<file path="config.mk">
export PLATFORM = sky130hd
export DESIGN_NAME = mmu_port_arbiter
export DESIGN_NICKNAME = d
export VERILOG_FILES = /design/src/rtl/arb_pkg.sv /design/src/rtl/rr_priority_picker.sv /design/src/rtl/mmu_port_arbiter.sv
export SDC_FILE = /design/constraint.sdc
export NUM_CORES = 1
export LEC_CHECK = 0
export BUFFER_PORTS_ARGS = -buffer_cell sky130_fd_sc_hd__buf_4
export CAP_MARGIN = 40
export CORE_AREA = 2 2 104 106
export CTS_BUF_LIST = sky130_fd_sc_hd__clkbuf_8
export DETAILED_ROUTE_END_ITERATION = 8
export DIE_AREA = 0 0 106 108
export PLACE_DENSITY = 0.63
export SLEW_MARGIN = 20
export SYNTH_ARGS = -nofsm -noshare
export SYNTH_HDL_FRONTEND = slang
export SYNTH_SLANG_ARGS = --single-unit
</file>
<file path="constraint.sdc">
create_clock -name clk -period 4.5 [get_ports clk]
set_clock_uncertainty 0.1 [all_clocks]
set_input_delay 1.35 -clock clk [delete_from_list [all_inputs] [get_ports clk]]
set_output_delay 1.35 -clock clk [all_outputs]
set_load 0.05 [all_outputs]
</file>
<file path="src/rtl/arb_pkg.sv">
// Shared types for the MMU port arbiter: arbitration policy and lock FSM states.
package arb_pkg;

  typedef enum logic {
    ARB_FIXED = 1'b0,
    ARB_RR    = 1'b1
  } arb_mode_t;

  typedef enum logic {
    UNLOCKED = 1'b0,
    LOCKED   = 1'b1
  } lock_state_t;

  // Index width that never collapses to zero bits.
  function automatic int idx_w(input int n);
    return (n > 1) ? $clog2(n) : 1;
  endfunction

endpackage

</file>
<file path="src/rtl/rr_priority_picker.sv">
// Rotating priority picker: first set bit of (req & mask) searching upward from
// start, wrapping around; returns a one-hot grant.
module rr_priority_picker #(
  parameter int N     = 2,
  parameter int IDX_W = 1
) (
  input  logic [N-1:0]     req_i,
  input  logic [IDX_W-1:0] start_i,
  input  logic [N-1:0]     mask_i,
  output logic [N-1:0]     grant_o
);

  logic [N-1:0]   eff;
  logic [N-1:0]   rot;
  logic [N-1:0]   first;
  logic [2*N-1:0] dbl_rot;
  logic [2*N-1:0] dbl_grant;

  // Rotate so start lands on bit 0, isolate the lowest set bit, rotate back.
  always_comb begin
    eff       = req_i & mask_i;
    dbl_rot   = {eff, eff} >> start_i;
    rot       = dbl_rot[N-1:0];
    first     = rot & (~rot + N'(1));
    dbl_grant = {first, first} << start_i;
    grant_o   = dbl_grant[2*N-1:N];
  end

endmodule

</file>
<file path="src/rtl/mmu_port_arbiter.sv">
// N-port arbiter in front of a single MMU port: zero-latency grant, optional
// port lock with timeout, and one-cycle read response routing.
module mmu_port_arbiter
  import arb_pkg::*;
#(
  parameter int        N_PORTS  = 2,
  parameter int        ADDR_W   = 32,
  parameter int        DATA_W   = 32,
  parameter arb_mode_t MODE     = ARB_RR,
  parameter int        LOCK_MAX = 16
) (
  input  logic                       clk,
  input  logic                       rst,
  input  logic [N_PORTS-1:0]         req_valid,
  output logic [N_PORTS-1:0]         req_ready,
  input  logic [N_PORTS*ADDR_W-1:0]  req_addr,
  input  logic [N_PORTS-1:0]         req_wr_ena,
  input  logic [N_PORTS*DATA_W-1:0]  req_wr_data,
  input  logic [N_PORTS-1:0]         req_lock,
  output logic [N_PORTS-1:0]         rsp_valid,
  output logic [DATA_W-1:0]          rsp_data,
  output logic [ADDR_W-1:0]          mem_addr,
  output logic                       mem_wr_ena,
  output logic [DATA_W-1:0]          mem_wr_data,
  input  logic [DATA_W-1:0]          mem_rd_data,
  output logic                       lock_timeout
);

  localparam int                 IDX_W    = idx_w(N_PORTS);
  localparam int                 AGE_W    = idx_w(LOCK_MAX);
  localparam logic [IDX_W-1:0]   LAST_IDX = IDX_W'(N_PORTS - 1);
  localparam logic [AGE_W-1:0]   AGE_LAST = AGE_W'(LOCK_MAX - 1);
  localparam logic [N_PORTS-1:0] ONE_HOT0 = N_PORTS'(1);

  lock_state_t        state_q, state_d;
  logic [IDX_W-1:0]   owner_q, owner_d;
  logic [IDX_W-1:0]   last_q, last_d;
  logic [AGE_W-1:0]   age_q, age_d;
  logic               timeout_q, timeout_d;
  logic [N_PORTS-1:0] rsp_valid_q, rsp_valid_d;
  logic [DATA_W-1:0]  rsp_hold_q;

  logic [IDX_W-1:0]   start;
  logic [IDX_W-1:0]   win_idx;
  logic [N_PORTS-1:0] mask;
  logic [N_PORTS-1:0] grant;
  logic               xfer;
  logic               xfer_lock;

  logic [ADDR_W-1:0]  addr_arr  [N_PORTS];
  logic [DATA_W-1:0]  wdata_arr [N_PORTS];

  for (genvar gi = 0; gi < N_PORTS; gi++) begin : g_unpack
    assign addr_arr[gi]  = req_addr[gi*ADDR_W +: ADDR_W];
    assign wdata_arr[gi] = req_wr_data[gi*DATA_W +: DATA_W];
  end

  // Fixed priority is the rotating picker pinned to start at port 0.
  always_comb begin
    if (MODE == ARB_FIXED) begin
      start = '0;
    end else begin
      start = (last_q == LAST_IDX) ? '0 : last_q + IDX_W'(1);
    end
    mask = (state_q == LOCKED) ? (ONE_HOT0 << owner_q) : '1;
  end

  rr_priority_picker #(
    .N     (N_PORTS),
    .IDX_W (IDX_W)
  ) u_picker (
    .req_i   (req_valid),
    .start_i (start),
    .mask_i  (mask),
    .grant_o (grant)
  );

  always_comb begin
    req_ready   = grant;
    mem_addr    = '0;
    mem_wr_ena  = 1'b0;
    mem_wr_data = '0;
    win_idx     = '0;
    for (int i = 0; i < N_PORTS; i++) begin
      if (grant[i]) begin
        mem_addr    = addr_arr[i];
        mem_wr_data = wdata_arr[i];
        mem_wr_ena  = req_wr_ena[i];
        win_idx     = IDX_W'(i);
      end
    end
    xfer      = |grant;
    xfer_lock = |(grant & req_lock);
  end

  always_comb begin
    state_d     = state_q;
    owner_d     = owner_q;
    age_d       = age_q;
    timeout_d   = timeout_q;
    last_d      = xfer ? win_idx : last_q;
    rsp_valid_d = grant & ~req_wr_ena;
    case (state_q)
      UNLOCKED: begin
        if (xfer_lock) begin
          state_d = LOCKED;
          owner_d = win_idx;
          age_d   = '0;
        end
      end
      LOCKED: begin
        age_d = age_q + AGE_W'(1);
        // An owner release wins over a timeout landing in the same cycle.
        if (xfer && !xfer_lock) begin
          state_d = UNLOCKED;
          age_d   = '0;
        end else if (age_q == AGE_LAST) begin
          state_d   = UNLOCKED;
          age_d     = '0;
          timeout_d = 1'b1;
        end
      end
      default: state_d = UNLOCKED;
    endcase
  end

  always_ff @(posedge clk or negedge rst) begin
    if (!rst) begin
      state_q     <= UNLOCKED;
      owner_q     <= '0;
      age_q       <= '0;
      last_q      <= LAST_IDX;
      timeout_q   <= 1'b0;
      rsp_valid_q <= '0;
      rsp_hold_q  <= '0;
    end else begin
      state_q     <= state_d;
      owner_q     <= owner_d;
      age_q       <= age_d;
      last_q      <= last_d;
      timeout_q   <= timeout_d;
      rsp_valid_q <= rsp_valid_d;
      rsp_hold_q  <= rsp_data;
    end
  end

  // Read data passes straight through in the response cycle, otherwise held.
  assign rsp_data     = (|rsp_valid_q) ? mem_rd_data : rsp_hold_q;
  assign rsp_valid    = rsp_valid_q;
  assign lock_timeout = timeout_q;

endmodule
</file>
==> impl_metrics.sql <==
INSERT INTO impl_metrics (metric_group, metric, value, unit) VALUES
('synthesis', 'synth_ff_type', 'sky130_fd_sc_hd__dfrtp_1', ''),
('drt', 'first_iter_violations', '141', ''),
('worst_setup_path', 'timing.critical_path.max_delay_family', 'simple AND/OR/NAND/NOR gates', ''),
('synthesis', 'ys_seq_elements', '42', ''),
('clock_tree', 'clock-sinks', '42', ''),
('synthesis', 'netlist_area', '0.00240', 'sq mm'),
('layout', 'register_area', '0.00105', 'sq mm'),
('synthesis', 'synth-compound-area-share', '29.0', '%'),
('clock_tree', 'clkLatencyLatePin', '280', 'ps'),
('drt', 'route.detailed.drc', '0', ''),
('floorplan', 'placeableCoreArea', '0.0102', 'sq mm'),
('clock_tree', 'clock_tree.root_cell', 'sky130_fd_sc_hd__clkbuf_8', ''),
('global_routing', 'antenna_found_initial', '0', ''),
('power', 'report.power.total', '3.42', 'mW'),
('layout', 'multi_input_comb_area', '0.00121', 'sq mm'),
('outcome', 'result_of_the_run', 'finished clean', ''),
('clock_tree', 'tritoncts', 'done', ''),
('worst_setup_path', 'critical_path.reg2reg.endpoint', 'age_q[3]', ''),
('synthesis', 'synthesis.yosys.warnings', '0', ''),
('floorplan', 'initial_util', '23.4', '%'),
('min_path', 'hold-path-endpoint', 'lock_timeout', ''),
('timing', 'worstMarginPinSlew', '531', 'ps'),
('synthesis', 'syn-instance-count', '206', ''),
('timing', 'setup_tns', '0', 'ps'),
('timing', 'report.final.setup_viol', '0', ''),
('timing', 'period_needed', '4210', 'ps'),
('worst_setup_path', 'reg2regPathDepth', '4', ''),
('worst_setup_path', 'cpPeakStageDelay', '390', 'ps'),
('worst_setup_path', 'cp_num_cells', '6', ''),
('global_routing', 'grt_first_pass_wirelength', '14100', 'microns'),
('drt', 'routed_wirelength', '9900', 'microns'),
('worst_setup_path', 'critical_path.cell_chain', 'buf_4 -> or3b_1 -> and3_2 -> buf_12 -> a22o_1 -> buf_4', ''),
('timing', 'finalCritPeriodShare', '93.5', '%'),
('synthesis', 'main_combinational_cell_family_by_area_after_synthesis', 'compound AO/OA/AOI/OAI gates', ''),
('timing', 'fmax', '238', 'MHz'),
('job', 'cap_violations', '0', ''),
('layout', 'antenna-diode-count', '0', ''),
('floorplan', 'io_pins', '270', ''),
('synthesis', 'syn_nets', '375', ''),
('drt', 'drt-pass1-iter-count', '5', ''),
('clock_tree', 'post_cts_resized', '0', ''),
('synthesis', 'ys_seq_area_share', '43.9', '%'),
('clock_tree', 'clkSlewWorstSetupHoldPaths', '70', 'ps'),
('placed_design', 'gp_congestion', '0.759', ''),
('worst_setup_path', 'cp.arrival', '2760', 'ps'),
('clock_tree', 'cts_htree_levels', '2', ''),
('synthesis', 'synthSimpleGateAreaFrac', '5.38', '%'),
('clock_tree', 'clockBufferDepth', '2', ''),
('drt', 'route.detailed.vias_per_inst', '4.67', ''),
('layout', 'syn_to_final_growth', '92.1', '%'),
('min_path', 'hold_class', 'flop to flop', ''),
('floorplan', 'floorplan_die_area', '0.0114', 'sq mm'),
('layout', 'n_fill_cell', '982', ''),
('power', 'power_leakage', '2.37', 'nW'),
('clock_tree', 'post_cts_setup_buffer_count', '0', ''),
('worst_setup_path', 'critical_path.max_fanout', '67', ''),
('floorplan', 'die_w', '106', 'microns'),
('clock_tree', 'cts.hold.buffers_added', '0', ''),
('timing', 'timing.final.max_slew_violations', '0', ''),
('drt', 'ant_nets', '0', ''),
('worst_setup_path', 'critical_path_class', 'input port to output port', ''),
('synthesis', 'synth_xor_xnor_area_share', '0.366', '%'),
('synthesis', 'adder_cell_fraction_of_synth_area', '0.522', '%'),
('global_routing', 'grt.overflow.total', '0', ''),
('worst_setup_path', 'startpoint_of_the_worst_register_to_register_path', 'state_q', ''),
('worst_setup_path', 'critical-path-slowest-cell', 'sky130_fd_sc_hd__or3b_1', ''),
('layout', 'drive_above_1_share', '68.0', '%'),
('clock_tree', 'cts_inserted_buffers', '5', ''),
('synthesis', 'count_of_flip_flops_with_a_built_in_enable_after_synthesis', '0', ''),
('floorplan', 'die_h', '108', 'microns'),
('drt', 'avgRoutedWirePerCell', '16.4', 'microns');
[routing by layer]
layer | share of wire [%] | wire length (microns) | global-route usage, % | up-vias
met5 | 0 | 0 | 0 | -
met4 | 0.97 | 96 | 3.29 | 0
met3 | 6.7 | 666 | 3.56 | 6
met2 | 53 | 5200 | 27.6 | 141
met1 | 40 | 3940 | 19.5 | 1336
li1 | - | - | - | 1328
[logic make-up (layout without fill, tap and decap cells)]
| logic type | after synthesis | in the layout |
|---|---|---|
| compound gates | 82 | 82 |
| mux | 32 | 32 |
| flops | 42 | 42 |
| xor+xnor | 1 | 1 |
| fa+ha+maj | 1 | 1 |
| simple gates | 24 | 24 |
| buf+inv | 24 | 284 |
[stage by stage]
stage / utilization [%] / cells / cell area (sq um) / hold slack [ps] / worst slack [ps]
final: 45.0 / 602 / 4600 / 377 / 294
after global routing: 45.0 / 602 / 4600 / 408 / 249
after CTS: 45.0 / 602 / 4600 / 382 / 319
after detailed placement: 44.2 / 595 / 4530 / 363 / 320
after global placement: 44.2 / 595 / 4530 / 358 / 343
after floorplan: - / 206 / 2400 / 407 / 49.5
[cell usage in the layout (no fill, tap or decap), drive strengths merged]
| cell | instances |
|---|---|
| or3 | 1 |
| ha | 1 |
| o21ai | 3 |
| a21boi | 1 |
| nand3b | 2 |
| nand2 | 5 |
| dfrtp | 41 |
| o31ai | 2 |
| a31oi | 2 |
| or3b | 1 |
| a211oi | 1 |
| a221oi | 1 |
| nor2b | 1 |
| buf | 274 |
| a21oi | 4 |
| a2111oi | 1 |
| nand4 | 1 |
| nor2 | 5 |
| o22ai | 2 |
| a22o | 65 |
| nand3 | 5 |
| mux2 | 32 |
| and3 | 2 |
| inv | 5 |
| nand2b | 1 |
| dfstp | 1 |
| clkbuf | 5 |
| xor2 | 1 |
[report_power, final]
part	internal (mW)	switching, mW
Combinational	0.857	1.72
Sequential	0.548	0.0702
Clock	0.102	0.116
[worst reg2reg max path: stages, from the launching register on]
cell and delay, ps:
sky130_fd_sc_hd__dfrtp_1 550, sky130_fd_sc_hd__or3b_1 460, sky130_fd_sc_hd__and3_4 200, sky130_fd_sc_hd__a2111oi_4 460, sky130_fd_sc_hd__a221oi_1 160
[cell usage after synthesis, types with 2 or more instances]
cell,n,area [sq um]
sky130_fd_sc_hd__a22o_1,65,569
sky130_fd_sc_hd__dfrtp_1,41,1030
sky130_fd_sc_hd__mux2_2,32,360
sky130_fd_sc_hd__clkbuf_1,9,33.8
sky130_fd_sc_hd__buf_2,5,25.0
sky130_fd_sc_hd__buf_6,5,56.3
sky130_fd_sc_hd__nand2_1,5,18.8
sky130_fd_sc_hd__nand3_1,5,25.0
sky130_fd_sc_hd__nor2_1,5,18.8
sky130_fd_sc_hd__a21oi_1,4,20.0
sky130_fd_sc_hd__inv_1,3,11.3
sky130_fd_sc_hd__o21ai_0,3,15.0
sky130_fd_sc_hd__a31oi_1,2,12.5
sky130_fd_sc_hd__nand3b_1,2,15.0
sky130_fd_sc_hd__o22ai_1,2,12.5
sky130_fd_sc_hd__o31ai_1,2,15.0
[how the worst max path moves through the flow]
| stage | startpoint | slack [ps] | end |
|---|---|---|---|
| finish | req_valid[1] | 290 | mem_addr[12] |
| floorplan | req_valid[1] | 50 | mem_wr_data[11] |
| global route | req_valid[1] | 250 | mem_wr_data[31] |
| global placement | req_valid[1] | 340 | mem_addr[12] |
| detailed placement | req_valid[1] | 320 | mem_addr[12] |
| CTS | req_valid[1] | 320 | mem_addr[12] |
[area by class of cell]
class                   instances  area share [%]
flip-flops and latches         42            22.9
repair buffers                274            45.2
well taps                     136            3.70
clock inverters                 2           0.163
inverters                       3           0.245
multi-input cells             140            26.3
clock buffers                   5            1.50
[state kept, by name (all words and copies together), names as in the netlist]
signal	flops
state_q	1
owner_q	1
last_q	1
rsp_valid	2
rsp_hold_q	32
lock_timeout	1
age_q	4
No activity file was read; power rests on OpenSTA's default activity.
